### config.mk
export PLATFORM = sky130hd
export DESIGN_NAME = lpddr2_avalon_bridge
export DESIGN_NICKNAME = d
export VERILOG_FILES = /design/src/rtl/lpddr2_pkg.sv /design/src/rtl/lpddr2_req_arm.sv /design/src/rtl/lpddr2_avalon_bridge.sv
export SDC_FILE = /design/constraint.sdc
export NUM_CORES = 1
export LEC_CHECK = 0
export CAP_MARGIN = 20
export CORE_MARGIN = 10
export CORE_UTILIZATION = 40
export DETAILED_ROUTE_END_ITERATION = 10
export GPL_TIMING_DRIVEN = 1
export PLACE_DENSITY_LB_ADDON = 0.3
export SLEW_MARGIN = 20
export SYNTH_ARGS = -nofsm -noshare
export SYNTH_HDL_FRONTEND = slang
export SYNTH_HIERARCHICAL = 1
export SYNTH_SLANG_ARGS = --single-unit
### constraint.sdc
create_clock -name clk -period 2.7 [get_ports clk]
set_input_delay 0.54 -clock clk [delete_from_list [all_inputs] [get_ports clk]]
set_output_delay 0.54 -clock clk [all_outputs]
set_load 0.02 [all_outputs]
### src/rtl/lpddr2_pkg.sv
// Shared types and constants for the LPDDR2 Avalon-MM bridge.
package lpddr2_pkg;
   localparam int LPDDR2_ADDR_W = 27;
   localparam int LPDDR2_DATA_W = 32;
   localparam logic [LPDDR2_DATA_W/8-1:0] BYTEEN_ALL = '1;

   typedef enum logic [2:0] {
      IDLE    = 3'd0,
      RD_CMD  = 3'd1,
      RD_DATA = 3'd2,
      WR_CMD  = 3'd3,
      RESP    = 3'd4
   } bridge_state_t;
endpackage

### src/rtl/lpddr2_req_arm.sv
// Turns level-held CPU requests into a single accept pulse; a request must be
// released (seen low in IDLE or RESP) before another one is accepted.
module lpddr2_req_arm (
   input  logic clk,
   input  logic rst,
   input  logic rreq,
   input  logic wreq,
   input  logic in_idle,
   input  logic in_resp,
   output logic accept,
   output logic armed
);
   logic armed_q, armed_d;

   assign accept = armed_q & (rreq | wreq) & in_idle;
   assign armed  = armed_q;

   always_comb begin
      armed_d = armed_q;
      if (accept)
         armed_d = 1'b0;
      else if ((in_idle | in_resp) && !rreq && !wreq)
         armed_d = 1'b1;
   end

   always_ff @(posedge clk) begin
      if (rst) armed_q <= 1'b1;
      else     armed_q <= armed_d;
   end
endmodule

### src/rtl/lpddr2_avalon_bridge.sv
// CPU level-request to single-beat Avalon-MM bridge for the LPDDR2 controller.
// Optional watchdog enabled by defining LPDDR2_TIMEOUT_EN.
module lpddr2_avalon_bridge
   import lpddr2_pkg::*;
#(
   parameter int ADDR_W         = LPDDR2_ADDR_W,
   parameter int DATA_W         = LPDDR2_DATA_W,
   parameter int TIMEOUT_CYCLES = 1023
) (
   input  logic                clk,
   input  logic                rst,
   input  logic [ADDR_W-1:0]   address,
   input  logic [DATA_W-1:0]   write_data,
   input  logic                rreq,
   input  logic                wreq,
   output logic [DATA_W-1:0]   read_data,
   output logic                busy,
   output logic                done,
   output logic [ADDR_W-1:0]   avm_address,
   output logic                avm_read,
   output logic                avm_write,
   output logic [DATA_W-1:0]   avm_writedata,
   output logic [DATA_W/8-1:0] avm_byteenable,
   input  logic                avm_waitrequest,
   input  logic [DATA_W-1:0]   avm_readdata,
   input  logic                avm_readdatavalid,
   output logic                err
);
   bridge_state_t state_q, state_d;
   logic [ADDR_W-1:0] addr_q, addr_d;
   logic [DATA_W-1:0] wdata_q, wdata_d, rdata_q, rdata_d;
   logic rd_pend_q, rd_pend_d;
   logic busy_q, busy_d, done_q, done_d;
   logic rd_q, rd_d, wr_q, wr_d, err_q, err_d;
   logic accept, armed;
   logic active;

   lpddr2_req_arm u_arm (
      .clk     (clk),
      .rst     (rst),
      .rreq    (rreq),
      .wreq    (wreq),
      .in_idle (state_q == IDLE),
      .in_resp (state_q == RESP),
      .accept  (accept),
      .armed   (armed)
   );

   assign active = (state_q == RD_CMD) || (state_q == RD_DATA) || (state_q == WR_CMD);

`ifdef LPDDR2_TIMEOUT_EN
   localparam logic [9:0] TO_LIM = 10'(TIMEOUT_CYCLES - 1);
   logic [9:0] cnt_q, cnt_d;
`else
   logic unused_timeout;
   assign unused_timeout = ^TIMEOUT_CYCLES ^ armed;
`endif

   always_comb begin
      state_d   = state_q;
      addr_d    = addr_q;
      wdata_d   = wdata_q;
      rdata_d   = rdata_q;
      rd_pend_d = rd_pend_q;
      err_d     = err_q;
      case (state_q)
         IDLE: if (accept) begin
            addr_d  = address;
            wdata_d = write_data;
            state_d = wreq ? WR_CMD : RD_CMD;
            if (rreq && wreq) err_d = 1'b1;
         end
         // Data may come back in the same cycle the command is accepted.
         RD_CMD: begin
            if (avm_readdatavalid) begin
               rdata_d   = avm_readdata;
               rd_pend_d = 1'b1;
            end
            if (!avm_waitrequest) state_d = RD_DATA;
         end
         RD_DATA: begin
            if (rd_pend_q) begin
               state_d   = RESP;
               rd_pend_d = 1'b0;
            end else if (avm_readdatavalid) begin
               rdata_d = avm_readdata;
               state_d = RESP;
            end
         end
         WR_CMD: if (!avm_waitrequest) state_d = RESP;
         RESP:   state_d = IDLE;
         default: state_d = IDLE;
      endcase
      if (avm_readdatavalid && (state_q != RD_CMD) && (state_q != RD_DATA))
         err_d = 1'b1;
`ifdef LPDDR2_TIMEOUT_EN
      cnt_d = active ? cnt_q + 10'd1 : 10'd0;
      if (active && (cnt_q == TO_LIM) && (state_d != RESP)) begin
         state_d   = RESP;
         err_d     = 1'b1;
         rdata_d   = rdata_q;
         rd_pend_d = 1'b0;
      end
`endif
      busy_d = (state_d == RD_CMD) || (state_d == RD_DATA) || (state_d == WR_CMD);
      done_d = (state_d == RESP);
      rd_d   = (state_d == RD_CMD);
      wr_d   = (state_d == WR_CMD);
   end

   always_ff @(posedge clk) begin
      if (rst) begin
         state_q   <= IDLE;
         addr_q    <= '0;
         wdata_q   <= '0;
         rdata_q   <= '0;
         rd_pend_q <= 1'b0;
         busy_q    <= 1'b0;
         done_q    <= 1'b0;
         rd_q      <= 1'b0;
         wr_q      <= 1'b0;
         err_q     <= 1'b0;
`ifdef LPDDR2_TIMEOUT_EN
         cnt_q     <= '0;
`endif
      end else begin
         state_q   <= state_d;
         addr_q    <= addr_d;
         wdata_q   <= wdata_d;
         rdata_q   <= rdata_d;
         rd_pend_q <= rd_pend_d;
         busy_q    <= busy_d;
         done_q    <= done_d;
         rd_q      <= rd_d;
         wr_q      <= wr_d;
         err_q     <= err_d;
`ifdef LPDDR2_TIMEOUT_EN
         cnt_q     <= cnt_d;
`endif
      end
   end

   assign read_data      = rdata_q;
   assign busy           = busy_q;
   assign done           = done_q;
   assign avm_address    = addr_q;
   assign avm_read       = rd_q;
   assign avm_write      = wr_q;
   assign avm_writedata  = wdata_q;
   assign avm_byteenable = '1;
   assign err            = err_q;
endmodule

==> summary.txt, run 1 <==
Initial antenna violation count -> 0
R2R depth -> 7
Drt wl/cell -> 15.5 µm
RSZ-0062 raised after global routing -> false
Synth Cell Area -> 3970 µm²
Max Freq -> 453 MHz
Crit path launch type -> register
Iteration-0 DRC Markers -> 218
Flop pwr share -> 0.335
Post-synth top flop -> dfxtp_1
Slew Viols, Final -> 0
Final Util -> 0.637
Number of H-tree levels -> 3
Hpwl dp -> 9.04 mm
Switch Pwr -> 0.00266 W
Final clock skew -> 0.0127 ns
Critical Path Fanout Max -> 34
R2r endpoint -> avm_writedata[7]
Clock share of power -> 0.163
Setup Crit Path Kind -> reg2reg
Switching Share -> 0.396
Synth-to-Final Area Change -> 56.1%
Synth top cells by count -> nand2_1 (123), dfxtp_1 (101), nand2b_1 (68), a21oi_1 (64), mux2i_1 (32)
Hold EP -> avm_writedata[2]
1st-pass router iterations -> 4
Xor and xnor area share after synthesis -> 0.00221
Fillcell total -> 801
Top post-synthesis cells by area -> dfxtp_1 (51%), nand2_1 (12%), nand2b_1 (11%)
# setup viols final -> 0
Hold buffers post-CTS -> 0
First-pass GRT wire length -> 19.2 mm
CP max stage delay -> 0.64 ns
Post-CTS Setup Bufs -> 0
Post-synth EDFFs -> 0
Largest net degree at the start of global routing -> 53
Number of buffers created by CTS -> 9
Worst hold slack -> 0.459 ns
WL final -> 11.9 mm
Ant. Diodes -> 0
Initial Util -> 0.408
Yosys top cell area share -> 0.509
Overflow after GRT -> 0
Final Hold Viols -> 0
Setup WS pre-CTS -> 0.194 ns
Hold Crit Depth -> 2
Final WS setup -> 0.492 ns
Worst setup EP type -> register
Die area -> 14300 µm²
Min-delay src -> avm_writedata[2]
R2r setup slk -> 0.49 ns
GRT Util Overall -> 0.161
Clock slew at reported path FFs -> 0.10 ns
Status -> finished clean
Total number of vias -> 3639
Yosys cell types -> 31
Cells after synthesis -> 454
Post-synthesis sequential element count -> 101
CP max stage cell -> or4b_2
Yosys warning total -> 6
Syn Area/Cell -> 8.74 µm²
MaxCap Viol Count -> 0
Hold WC Path Type -> reg2reg
Final #Nets -> 729
Combinational share of power -> 0.502
Clk_lat worst skew -> 0.37 ns
Min cycle time layout -> 2.21 ns
Pint -> 0.00406 W
Post-route clock period utilization -> 0.818
Simple-gate area share of the yosys netlist -> 0.251
Count leader, synth -> nand2_1
Vias/cell -> 4.73
Share of cells above drive strength 1 -> 0.0487
Vias in the first global route -> 3793
Core box area -> 9730 µm²
Die width -> 120 µm
Die height -> 120 µm
Largest family of logic cells by synthesized area -> simple AND/OR/NAND/NOR gates
GPL Wtd Cong -> 0.706
Worst path required time -> 2.95 ns
Num rows -> 36
Port Buffer Count -> 192
Finished Cell Area -> 6190 µm²
Io pins -> 197
Worst r2r src -> state_q[2]
Cell taking the most area after synthesis -> dfxtp_1
Leakage -> 2.23 nW
CTS Buffer Depth -> 2
Area post-placement -> 5960 µm²
Async set-reset flop share out of synthesis -> 0
Post-CTS sizing -> 0
Pwr Density -> 1090 nW/µm²
Synth Area in Adders -> 0
Clk sinks -> 101
TritonCTS clock tree -> done
Final ANT Viol Nets -> 0
CP arrival -> 2.46 ns
Sum Neg Setup Slack -> 0 ns
CP most frequent cell -> nand2_1
IR drop worst, VDD -> 798 µV
Root Driver -> clkbuf_8
Synth Area in Compound Gates -> 0.104
Sequential share of the synthesized area -> 0.509
DRC Markers -> 0
Mux share of post-synthesis cell area -> 0.0807
Crit-path cells -> nor3_1 -> nand2_1 -> nor2_1 -> or4b_2 -> buf_4 -> nand2_1 -> a21oi_1
[worst max-delay path by stage]
stage / depth (start not counted) / to / slack [ns] / startpoint
global route: 7 / avm_writedata[14] / 0.27 / state_q[2]
global placement: 7 / avm_writedata[29] / 0.22 / wreq
finish: 7 / avm_writedata[7] / 0.49 / state_q[2]
detailed placement: 7 / avm_writedata[7] / 0.19 / wreq
floorplan: 9 / busy / 0.69 / state_q[2]
CTS: 7 / avm_writedata[7] / 0.48 / state_q[2]
[registers in the layout (all words and copies together) (netlist names)]
register	cells
avm_writedata	32
avm_write	1
state_q	3
avm_read	1
err	1
rd_pend_q	1
avm_address	27
done	1
busy	1
u_arm/armed	1
read_data	32
[routing by layer]
layer,share of wire,global-route usage
met5,0,0
met4,0.016,0.0505
met3,0.11,0.0849
met2,0.45,0.264
met1,0.42,0.178
[final cells by class]
| class | count | area [µm²] | share of cell area |
|---|---|---|---|
| tap | 133 | 166 | 0.0269 |
| clock inverter | 6 | 91.3 | 0.0147 |
| clock buffer | 10 | 138 | 0.0222 |
| timing repair buffer | 201 | 2010 | 0.325 |
| sequential | 101 | 2020 | 0.326 |
| multi-input combinational | 316 | 1750 | 0.283 |
| inverter | 3 | 11.3 | 0.00182 |
[power groups by stage]
stage | combinational (W) | clock [W] | sequential (W)
after floorplan | 0.00145 | 0 | 0.00281
after global placement | 0.00335 | 0 | 0.00226
after CTS | 0.00342 | 0.00112 | 0.00226
final | 0.00337 | 0.00110 | 0.00225
after detailed placement | 0.00341 | 0 | 0.00229
after global routing | 0.00367 | 0.00118 | 0.00232
[critical path, delay by kind of cell (launching register included)]
kind / cells / cell delay (ns)
buf+inv: 1 / 0.27
flops: 1 / 0.44
compound gates: 1 / 0.07
simple gates: 5 / 1.31
[placed cells by master, fill, tap and decap left out, drive strengths merged, types with 3 or more instances in the layout]
cell type and instances:
buf 10, clkdlybuf4s50 191, a21oi 65, dfxtp 101, nand2b 68, mux2i 32
nor3 3, nand2 123, conb 4, inv 5, clkbuf 10
[per-stage QoR]
| stage | power (W) | cells |
|---|---|---|
| detailed placement | 0.00569 | 754 |
| global placement | 0.00561 | 754 |
| finish | 0.00672 | 770 |
| floorplan | 0.00426 | 457 |
| CTS | 0.00680 | 770 |
| global route | 0.00716 | 770 |
[cells by family after synthesis]
family                 after synthesis
AO/OA/AOI/OAI                       74
buffers and inverters               40
multiplexers                        32
XOR/XNOR                             1
flip-flops                         101
AND/OR/NAND/NOR                    205
other                                1
(Power assumes the default switching activity.)
==> run 2, diff against run 1 <==
--- a/config.mk
+++ b/config.mk
@@ -7,7 +7,7 @@
 export LEC_CHECK = 0
 export CAP_MARGIN = 20
 export CORE_MARGIN = 10
-export CORE_UTILIZATION = 40
+export CORE_UTILIZATION = 36
 export DETAILED_ROUTE_END_ITERATION = 10
 export GPL_TIMING_DRIVEN = 1
 export PLACE_DENSITY_LB_ADDON = 0.3
==> constraint.sdc (replaced) <==
create_clock -name clk -period 1.95 [get_ports clk]
set_input_delay 0.39 -clock clk [delete_from_list [all_inputs] [get_ports clk]]
set_output_delay 0.39 -clock clk [all_outputs]
set_load 0.02 [all_outputs]
==> run 2 against run 1 <==
Net effect:
- global-route usage is 1.3 points lower
- critical path type unchanged
- worst setup slack worse by 0.34 ns
- non-clock buffer count is 6 higher
- first-iteration DRC count is 1.4% lower
- wire length is 1.4% higher
- total power is 37% higher
- hold slack worse by 0.0021 ns
- register-to-register slack worse by 0.34 ns
- combinational power is 46% higher
- final area is 0.71% higher
- sequential share of layout area is 0.23 points lower
==> summary.txt, run 2 (synthesized netlist as in run 1, its figures left out) <==
Status -> finished clean (unchanged)
Clock slew at reported path FFs -> 0.09 ns (was 0.10 ns)
GPL Wtd Cong -> 0.750 (was 0.706)
Setup Crit Path Kind -> reg2reg (unchanged)
Die area -> 15600 µm² (was 14300 µm²)
Crit path launch type -> register (unchanged)
Min cycle time layout -> 1.80 ns (was 2.21 ns)
Placed insts -> 767 (was 754)
DRC Markers -> 0 (unchanged)
CP bufs+invs -> 2 (was 1)
Core box area -> 10800 µm² (was 9730 µm²)
Clk sinks -> 101 (unchanged)
Root Driver -> clkbuf_8 (unchanged)
Commonest non-fill, non-tap cell in the layout -> clkdlybuf4s50_1 (unchanged)
Worst path top cell family by delay -> simple AND/OR/NAND/NOR gates (unchanged)
Initial Util -> 0.368 (was 0.408)
Io pins -> 197 (unchanged)
CP max stage delay -> 0.49 ns (was 0.64 ns)
Critical path startpoint -> state_q[1] (was state_q[2])
Overflow after GRT -> 0 (unchanged)
Finished Cell Area -> 6240 µm² (was 6190 µm²)
Area post-placement -> 6050 µm² (was 5960 µm²)
Worst r2r src -> state_q[1] (was state_q[2])
Worst setup EP type -> register (unchanged)
Slew Viols, Final -> 0 (unchanged)
Final #Nets -> 735 (was 729)
Largest net degree at the start of global routing -> 66 (was 53)
MaxCap Viol Count -> 0 (unchanged)
Sum Neg Setup Slack -> 0 ns (unchanged)
Total number of vias -> 3599 (was 3639)
CP max stage cell -> or3b_2 (was or4b_2)
R2r setup slk -> 0.15 ns (was 0.49 ns)
Hpwl dp -> 9.03 mm (was 9.04 mm)
Number of buffers created by CTS -> 9 (unchanged)
Critical Path Fanout Max -> 32 (was 34)
Non-filler cells, final -> 782 (was 770)
First-pass GRT wire length -> 19.3 mm (was 19.2 mm)
Drt wl/cell -> 15.5 µm (about the same)
Post-CTS Setup Bufs -> 0 (unchanged)
Endpoint of the worst setup timing path -> read_data[27] (was avm_writedata[7])
Max Freq -> 556 MHz (was 453 MHz)
Final clock skew -> 0.00802 ns (was 0.0127 ns)
Die width -> 125 µm (was 120 µm)
Crit path depth -> 5 (was 7)
Final Hold Viols -> 0 (unchanged)
Iteration-0 DRC Markers -> 215 (was 218)
Post-route clock period utilization -> 0.922 (was 0.818)
Initial antenna violation count -> 0 (unchanged)
Final ANT Viol Nets -> 0 (unchanged)
Clk_lat worst skew -> 0.36 ns (was 0.37 ns)
CP arrival -> 2.08 ns (was 2.46 ns)
1st-pass router iterations -> 4 (unchanged)
R2R depth -> 5 (was 7)
Die height -> 125 µm (was 120 µm)
Pwr Density -> 1480 nW/µm² (was 1090 nW/µm²)
Port Buffer Count -> 192 (unchanged)
TritonCTS clock tree -> done (unchanged)
IR drop worst, VDD -> 835 µV (was 798 µV)
# setup viols final -> 0 (unchanged)
Vias in the first global route -> 3715 (was 3793)
CTS Buffer Depth -> 2 (unchanged)
Number of H-tree levels -> 3 (unchanged)
Synth-to-Final Area Change -> 57.2% (was 56.1%)
GRT Util Overall -> 0.148 (was 0.161)
Worst path required time -> 2.24 ns (was 2.95 ns)
WL final -> 12.1 mm (was 11.9 mm)
Share of cells above drive strength 1 -> 0.0576 (was 0.0487)
Hold Crit Depth -> 2 (unchanged)
Vias/cell -> 4.60 (was 4.73)
RSZ-0062 raised after global routing -> false (unchanged)
Fillcell total -> 969 (was 801)
Num rows -> 38 (was 36)
Crit-path cells -> buf_4 -> or3b_2 -> a21oi_4 -> buf_12 -> mux2i_1 (was nor3_1 -> nand2_1 -> nor2_1 -> or4b_2 -> buf_4 -> nand2_1 -> a21oi_1)
Leakage -> 2.25 nW (was 2.23 nW)
Most frequent cells in the layout -> clkdlybuf4s50_1 (191), nand2_1 (123), dfxtp_1 (101) (unchanged)
Hold WC Path Type -> reg2reg (unchanged)
Ant. Diodes -> 0 (unchanged)
R2r endpoint -> read_data[27] (was avm_writedata[7])
[run 2: cell types whose count changed in the layout (fill, tap and decap cells not counted), moves of 2 or more]
cell | previous run | this run
buf_4 | 8 | 12
buf_12 | 2 | 4
bufinv_16 | 2 | 0
inv_6 | 2 | 0
[run 2: repair_timing]
item                       4_1_cts  5_1_grt
pin swaps                        0        1
resized for setup                1        2
setup endpoints to repair       55       60
hold buffers                     0        0
cloned                           0        0
[run 2: how the worst min path moves through the flow]
stage / start / endpoint / slack [ns]
2_1_floorplan: rd_pend_q / rd_pend_q / 0.45
3_3_place_gp: avm_writedata[12] / avm_writedata[12] / 0.44
3_5_place_dp: avm_writedata[10] / avm_writedata[10] / 0.45
4_1_cts: avm_address[10] / avm_address[10] / 0.46
5_1_grt: avm_address[1] / avm_address[1] / 0.48
6_report: avm_writedata[25] / avm_writedata[25] / 0.46
[run 2: layer usage]
| layer | global-route usage | part of all wire | up-vias | wire length [µm] |
|---|---|---|---|---|
| met3 | 0.0908 | 0.13 | 9 | 1520 |
| met5 | 0 | 0 | - | 0 |
| met1 | 0.166 | 0.41 | 1626 | 5000 |
| met2 | 0.234 | 0.45 | 142 | 5460 |
| li1 | - | - | 1822 | - |
| met4 | 0.0366 | 0.0093 | 0 | 113 |
[run 2: layout make-up]
| cell class | count | area [µm²] | area share |
|---|---|---|---|
| clock buffer | 12 | 155 | 0.0249 |
| clock inverter | 3 | 21.3 | 0.00341 |
| multi-input combinational | 316 | 1770 | 0.284 |
| tap | 140 | 175 | 0.0281 |
| inverter | 3 | 11.3 | 0.00181 |
| sequential | 101 | 2020 | 0.324 |
| timing repair buffer | 207 | 2080 | 0.334 |
[run 2: stage by stage]
stage	total power (W)	util	worst slack [ns]	hold slack [ns]
final	0.00921	0.578	0.151	0.456
after global routing	0.00987	0.578	0.00990	0.478
after CTS	0.00934	0.577	0.0921	0.460
after detailed placement	0.00807	0.560	-0.355	0.448
after global placement	0.00796	0.560	-0.308	0.440
after floorplan	0.00591	-	0.0188	0.450
[run 2: where the power goes]
group          total (W)  leakage, nW  switching, W  internal [W]
Sequential       0.00309        0.824      0.000342       0.00275
Combinational    0.00491         1.34       0.00266       0.00225
Clock            0.00122       0.0884      0.000687      0.000529
[run 2: worst min-delay path: stages, from the launching register on]
cell	delay, ns
dfxtp_1	0.31
nand2_1	0.05
a21oi_1	0.05
